## src/rtl/wb_master.sv

```systemverilog
// Single-outstanding Wishbone B3 classic initiator: command stream in, one bus cycle, response stream out.
// Optional bus timeout abort is built when WB_MASTER_TIMEOUT_EN is defined.
module wb_master #(
    parameter int DATA_WIDTH     = 32,
    parameter int ADDR_WIDTH     = 16,
    parameter int SELECT_WIDTH   = DATA_WIDTH / 8,
    parameter int TIMEOUT_CYCLES = 255
) (
    input  logic                    clk,
    input  logic                    rst_n,
    input  logic                    cmd_valid,
    output logic                    cmd_ready,
    input  logic                    cmd_we,
    input  logic [ADDR_WIDTH-1:0]   cmd_adr,
    input  logic [DATA_WIDTH-1:0]   cmd_dat,
    input  logic [SELECT_WIDTH-1:0] cmd_sel,
    output logic                    rsp_valid,
    input  logic                    rsp_ready,
    output logic [DATA_WIDTH-1:0]   rsp_dat,
    output logic                    rsp_err,
    output logic [ADDR_WIDTH-1:0]   adr_o,
    output logic [DATA_WIDTH-1:0]   dat_o,
    output logic [SELECT_WIDTH-1:0] sel_o,
    output logic                    we_o,
    output logic                    cyc_o,
    output logic                    stb_o,
    input  logic [DATA_WIDTH-1:0]   dat_i,
    input  logic                    ack_i
);

    typedef enum logic [1:0] {
        IDLE = 2'd0,
        BUS  = 2'd1,
        RESP = 2'd2
    } state_t;

    state_t                  state, state_nxt;
    logic [ADDR_WIDTH-1:0]   adr_nxt;
    logic [DATA_WIDTH-1:0]   dat_nxt;
    logic [SELECT_WIDTH-1:0] sel_nxt;
    logic                    we_nxt;
    logic                    cyc_nxt;
    logic                    rsp_valid_nxt;
    logic [DATA_WIDTH-1:0]   rsp_dat_nxt;
    logic                    rsp_err_nxt;
    logic                    timeout_hit;

`ifdef WB_MASTER_TIMEOUT_EN
    localparam int CNT_W = (TIMEOUT_CYCLES < 256) ? 8 : 32;

    logic [CNT_W-1:0] bus_cnt;

    // Held at zero outside BUS, so it is already cleared on BUS entry.
    always_ff @(posedge clk) begin
        if (!rst_n || state != BUS) begin
            bus_cnt <= '0;
        end else if (!ack_i) begin
            bus_cnt <= bus_cnt + 1'b1;
        end
    end

    assign timeout_hit = (bus_cnt == CNT_W'(TIMEOUT_CYCLES - 1));
`else
    assign timeout_hit = 1'b0;
`endif

    assign cmd_ready = rst_n && (state == IDLE);
    assign stb_o     = cyc_o;

    always_comb begin
        state_nxt     = state;
        adr_nxt       = adr_o;
        dat_nxt       = dat_o;
        sel_nxt       = sel_o;
        we_nxt        = we_o;
        cyc_nxt       = cyc_o;
        rsp_valid_nxt = rsp_valid;
        rsp_dat_nxt   = rsp_dat;
        rsp_err_nxt   = rsp_err;
        case (state)
            IDLE: begin
                if (cmd_valid) begin
                    adr_nxt   = cmd_adr;
                    dat_nxt   = cmd_dat;
                    sel_nxt   = cmd_sel;
                    we_nxt    = cmd_we;
                    cyc_nxt   = 1'b1;
                    state_nxt = BUS;
                end
            end
            BUS: begin
                // An ack in the final timeout cycle still completes normally.
                if (ack_i) begin
                    cyc_nxt       = 1'b0;
                    rsp_dat_nxt   = dat_i;
                    rsp_err_nxt   = 1'b0;
                    rsp_valid_nxt = 1'b1;
                    state_nxt     = RESP;
                end else if (timeout_hit) begin
                    cyc_nxt       = 1'b0;
                    rsp_dat_nxt   = '0;
                    rsp_err_nxt   = 1'b1;
                    rsp_valid_nxt = 1'b1;
                    state_nxt     = RESP;
                end
            end
            RESP: begin
                if (rsp_ready) begin
                    rsp_valid_nxt = 1'b0;
                    state_nxt     = IDLE;
                end
            end
            default: state_nxt = IDLE;
        endcase
    end

    always_ff @(posedge clk) begin
        if (!rst_n) begin
            state     <= IDLE;
            adr_o     <= '0;
            dat_o     <= '0;
            sel_o     <= '0;
            we_o      <= 1'b0;
            cyc_o     <= 1'b0;
            rsp_valid <= 1'b0;
            rsp_dat   <= '0;
            rsp_err   <= 1'b0;
        end else begin
            state     <= state_nxt;
            adr_o     <= adr_nxt;
            dat_o     <= dat_nxt;
            sel_o     <= sel_nxt;
            we_o      <= we_nxt;
            cyc_o     <= cyc_nxt;
            rsp_valid <= rsp_valid_nxt;
            rsp_dat   <= rsp_dat_nxt;
            rsp_err   <= rsp_err_nxt;
        end
    end

endmodule
```

## config.mk

```make
export PLATFORM = sky130hd
export DESIGN_NAME = wb_master
export DESIGN_NICKNAME = d
export VERILOG_FILES = /design/src/rtl/wb_master.sv
export SDC_FILE = /design/constraint.sdc
export NUM_CORES = 1
export LEC_CHECK = 0
export BUFFER_PORTS_ARGS = -buffer_cell sky130_fd_sc_hd__buf_2
export CORE_AREA = 5 5 90 134
export CTS_BUF_LIST = sky130_fd_sc_hd__clkbuf_4
export DETAILED_ROUTE_END_ITERATION = 7
export DIE_AREA = 0 0 95 139
export GPL_ROUTABILITY_DRIVEN = 0
export GPL_TIMING_DRIVEN = 0
export PLACE_DENSITY_LB_ADDON = 0.3
export SYNTH_ARGS = -nofsm -noshare
export SYNTH_HDL_FRONTEND = slang
export SYNTH_SLANG_ARGS = --single-unit
export TNS_END_PERCENT = 100
```

## constraint.sdc

```tcl
create_clock -name clk -period 1.2 [get_ports clk]
set_clock_uncertainty 0.15 [all_clocks]
set_input_delay 0.3 -clock clk [delete_from_list [all_inputs] [get_ports clk]]
set_output_delay 0.3 -clock clk [all_outputs]
set_load 0.005 [all_outputs]
```

# Word level (Yosys, flattened, before mapping)
# Index checks and enable logic that the tools add are counted.
[totals]
ff_bits = 89
latch_bits = 0
ramBits = 0
rom_bits = 0
inputBits = 90
output_inout_bits = 90
elab_cells = 32
memories = 0
[classes]
n_addsub = 0
n_mul = 0
n_div = 0
n_lt_le_gt_ge = 0
eq_ne = 5
n_shift = 0
n_mux = 10
bitwise_logic = 0
reduce_logical = 9
[ops]
columns = ["op", "n"]
rows = [
  ["$reduce_and A3 Y1", 3],
  ["$mux W2", 3],
  ["$ne A2 B2 Y1 const B", 3],
  ["$pmux W2 S3", 1],
  ["$mux W1", 4],
  ["$pmux W1 S2", 2],
  ["$reduce_and A2 Y1", 2],
  ["$reduce_bool A2 Y1", 2],
  ["$eq A2 B1 Y1 const B", 1],
  ["$eq A2 B2 Y1 const B", 1],
  ["$logic_not A2 Y1", 1],
  ["$logic_and A1 B1 Y1", 1],
]

# Longest topological paths before layout
[depth]
word_depth = 3
mapped_depth = 5
ltp_nobuf = 3

# Worst setup path after synthesis
# No wires, ideal clock.
[synth_timing]
kind = "input-to-output"
startpoint = "input rst_n"
endpoint = "output cmd_ready"
arrival_time_ns = 0.943
t_required_ns = 0.750
path_slack_ns = -0.193
cell_stages = 4
path_buffers = 2
cell_sequence = "buf_2 -> buf_1 -> nand2_1 -> nor2_1"
[synth_between]
elab_chain_len = 1
[synth_lines]
columns = ["element", "line", "source"]
rows = [
  ["from (decl)", "10", "input logic rst_n,"],
  ["$logic_and A1 B1 Y1", "67", "assign cmd_ready = rst_n && (state == IDLE);"],
  ["to (decl)", "12", "output logic cmd_ready,"],
]
# Every way passes these cells.

# Worst setup path in the final report
[layout_timing]
startpoint = "register state[1]"
endpoint = "output cmd_ready"
[layout_between]
elab_chain_len = 2
[layout_lines]
columns = ["element", "line", "source"]
rows = [
  ["from (decl)", "37", "state_t state, state_nxt;"],
  ["from (signal assigned)", "129", "state <= state_nxt;"],
  ["$logic_not A2 Y1", "67", ""],
  ["$logic_and A1 B1 Y1", "67", ""],
]
# Every way passes these cells.

==> metrics.md <==
| Metric | Value |
|---|---|
| Outcome | `finished with violations` |
| Failing checks | `negative setup slack` |
| CTS tree | `built` |
| Fin util | `0.6252` |
| Vias in the first global route | `approximately 4,200` |
| Ys Warns | `0` |
| # Max-Cap Violations | `0` |
| Grt ovf | `0` |
| Net Count, Synth | `between 400 and 500` |
| Setup TNS | `-38.16 ns` |
| Min Tclk post-route | `about 1.6 ns` |
| Final-report setup violation count | `around 180` |
| Die width | `between 90 and 100 µm` |
| Crit. End Element | `output pin` |
| First-pass detailed-route iteration total | `4` |
| Final hold violation count | `0` |
| Share of cells above drive strength 1 | `0.5443` |
| DP HPWL | `~8.1 mm` |
| Least-Margin Pin Slew | `about 0.79 ns` |
| Die ar. | `between 0.01 and 0.015 mm²` |
| Filler Cells Inserted | `about 900` |
| Final WS setup | `-0.4095 ns` |
| Core area | `around 0.011 mm²` |
| Max-slew violation count | `0` |
| Type of the most critical hold path | `in -> reg` |
| Total Nets Final | `818` |
| Slowest Stage Delay on Critical Path | `0.39 ns` |
| Initial Util | `0.3031` |
| Vias post-DR | `around 4,200` |
| Skew-Pair Late Insertion Delay | `0.43 ns` |
| Critical path buffers and inverters | `2` |
| Syn_area_per_cell | `8.158 µm²` |
| Area Growth Syn to Fin | `106.3%` |
| Leak Pwr | `about 3 nW` |
| PwrDens | `~1000 mW/mm²` |
| Slew Limit Headroom | `0.4726` |
| Max FO, Critical Path | `3` |
| 1st-iter DRT viols | `roughly 110` |
| CP arrival | `1.16 ns` |
| CP Class | `reg -> out` |
| Overall power | `roughly 6.8 mW` |
| Initial antenna violation count | `1` |
| Wire length per cell | `16.33 µm` |
| CP top delay family | `flip-flops` |
| H-tree depth | `3` |
| TritonCTS Buffers | `9` |
| Max IR drop VDD | `about 0.56 mV` |
| FP Rows | `47` |
| Max frequency | `0.6213 GHz` |
| Unrepaired setup endpoints after global routing | `yes` |
| First-pass GRT wire length | `20.59 mm` |
| Post-synthesis sequential area ratio | `0.5433` |
| Yosys reg bits | `around 90` |
| Cells after Synth | `402` |
| DRC violations left | `0` |
| Tcrit/Tclk final | `1.341` |
| Crit-path cells | `inv_4, nand2_4, nor2_1, buf_2` |
| Worst slack, placed | `-0.5365 ns` |
| Yosys cell types | `22` |
| Mapped Area | `between 0.003 and 0.004 mm²` |
| Port bufs | `177` |
| Reg clk slew, reported paths | `roughly 0.13 ns` |
| Worst Path Required | `between 0.7 and 0.8 ns` |
| Largest net degree at the start of global routing | `15` |
| Max clock buf depth | `2` |
| Sink Count | `89` |
| Gr usage total | `0.1983` |
| Worst setup SP type | `flip-flop` |
| Clock root cell | `clkbuf_4` |
| Routed wire length | `approximately 14 mm` |
| Antenna Violating Nets Remaining | `0` |
| CP max-delay cell | `dfxtp_4` |
| Ports | `180` |
| DIE HEIGHT | `between 100 and 150 µm` |
| Routed vias/inst | `between 4 and 5` |
==> through the flow <==
stage,hold WS (ns),cells,cell area (µm²)
finish,0.05288,881,6765
global route,0.04556,881,6765
CTS,0.01925,860,6162
detailed placement,0.2864,726,4379
global placement,0.2845,726,4379
floorplan,0.2668,402,3309
==> worst reg2reg max path, stage by stage, from the launching register on <==
cell	delay, ns
dfxtp_4	0.39
buf_6	0.12
nor3b_4	0.25
buf_6	0.16
buf_12	0.14
buf_8	0.13
nand3_2	0.06
o21ai_1	0.12
==> cell usage in the layout (no fill, tap or decap), drive strengths merged, types with 2 or more instances in the layout <==
master and instances:
buf 242, dfxtp 89, o21ai 88, dlygate4sd3 87, nand2 86, nand3 85, clkbuf 35, inv 3
nor2 2, a21boi 2, clkinv 2, clkinvlp 2, bufinv 2
==> routing by layer <==
metal,track usage,part of all wire
met5,0,0
met1,0.2144,0.36
met4,0.08289,0.034
met3,0.04343,0.061
met2,0.3617,0.55
==> synth_stat cells <==
cell / count / share of area
a21boi_0: 2 / 0.0046
a21oi_1: 1 / 0.0015
a311oi_1: 1 / 0.0027
buf_1: 3 / 0.0034
buf_2: 6 / 0.0092
buf_4: 3 / 0.0069
buf_6: 5 / 0.017
clkbuf_1: 17 / 0.019
clkbuf_2: 5 / 0.0076
conb_1: 1 / 0.0011
dfxtp_1: 89 / 0.54
inv_1: 3 / 0.0034
mux2i_1: 1 / 0.0031
nand2_1: 86 / 0.098
nand3_1: 85 / 0.13
nand3b_1: 1 / 0.0023
nor2_1: 2 / 0.0023
nor2b_1: 1 / 0.0019
nor3b_4: 1 / 0.0057
o21ai_0: 51 / 0.078
o21ai_1: 37 / 0.056
or3_1: 1 / 0.0019
==> state kept, by name, summed over array words and instances, names as in the netlist <==
| register | count |
|---|---|
| state | 2 |
| we_o | 1 |
| rsp_dat | 32 |
| cyc_o | 1 |
| rsp_valid | 1 |
| adr_o | 16 |
| sel_o | 4 |
| dat_o | 32 |
==> path summary, 6_finish.rpt <==
path / from / endpoint / slack (ns) / cells after the start
max: state[1] / cmd_ready / -0.41 / 4
min: ack_i / rsp_valid / 0.05 / 3
max reg2reg: state[1] / sel_o[2] / -0.38 / 7
min reg2reg: dat_o[29] / dat_o[29] / 0.30 / 2
==> cell families (layout without fill, tap and decap cells) <==
kind of cell           count (synthesis)  in the layout  synth area share
flip-flops                            89             89            0.5433
other                                  1              2          0.001144
buffers and inverters                 42            373           0.06715
AND/OR/NAND/NOR                      177            177            0.2423
AO/OA/AOI/OAI                         92             92            0.1431
multiplexers                           1              1          0.003052
==> final cells by class <==
cell class | instances | area, µm² | share of cell area
clock inverter | 6 | 82.58 | 0.01221
tap | 147 | 183.9 | 0.02719
inverter | 3 | 13.76 | 0.002034
timing repair buffer | 315 | 2644 | 0.3908
clock buffer | 10 | 75.07 | 0.01110
antenna | 1 | 2.502 | 0.0003699
sequential | 89 | 1896 | 0.2802
multi-input combinational | 271 | 1481 | 0.2190
buffer | 39 | 386.6 | 0.05715
==> report_power, final <==
part	switching [mW]	total [mW]	leakage [nW]	internal [mW]
clock	1.00	1.86	0.0777	0.855
combinational	0.686	1.67	2.14	0.980
sequential	0.123	3.28	0.766	3.16
==> what timing repair did <==
action                                  in CTS  in global routing
hold buffers                                87                  0
hold endpoints to repair                    88                  0
cloned                                      15                  2
pin swaps                                    2                 19
gates resized for setup                    212                 93
setup buffers                               16                 19
endpoints found under the setup margin     175                176
No activity file was read; power rests on OpenSTA's default activity.
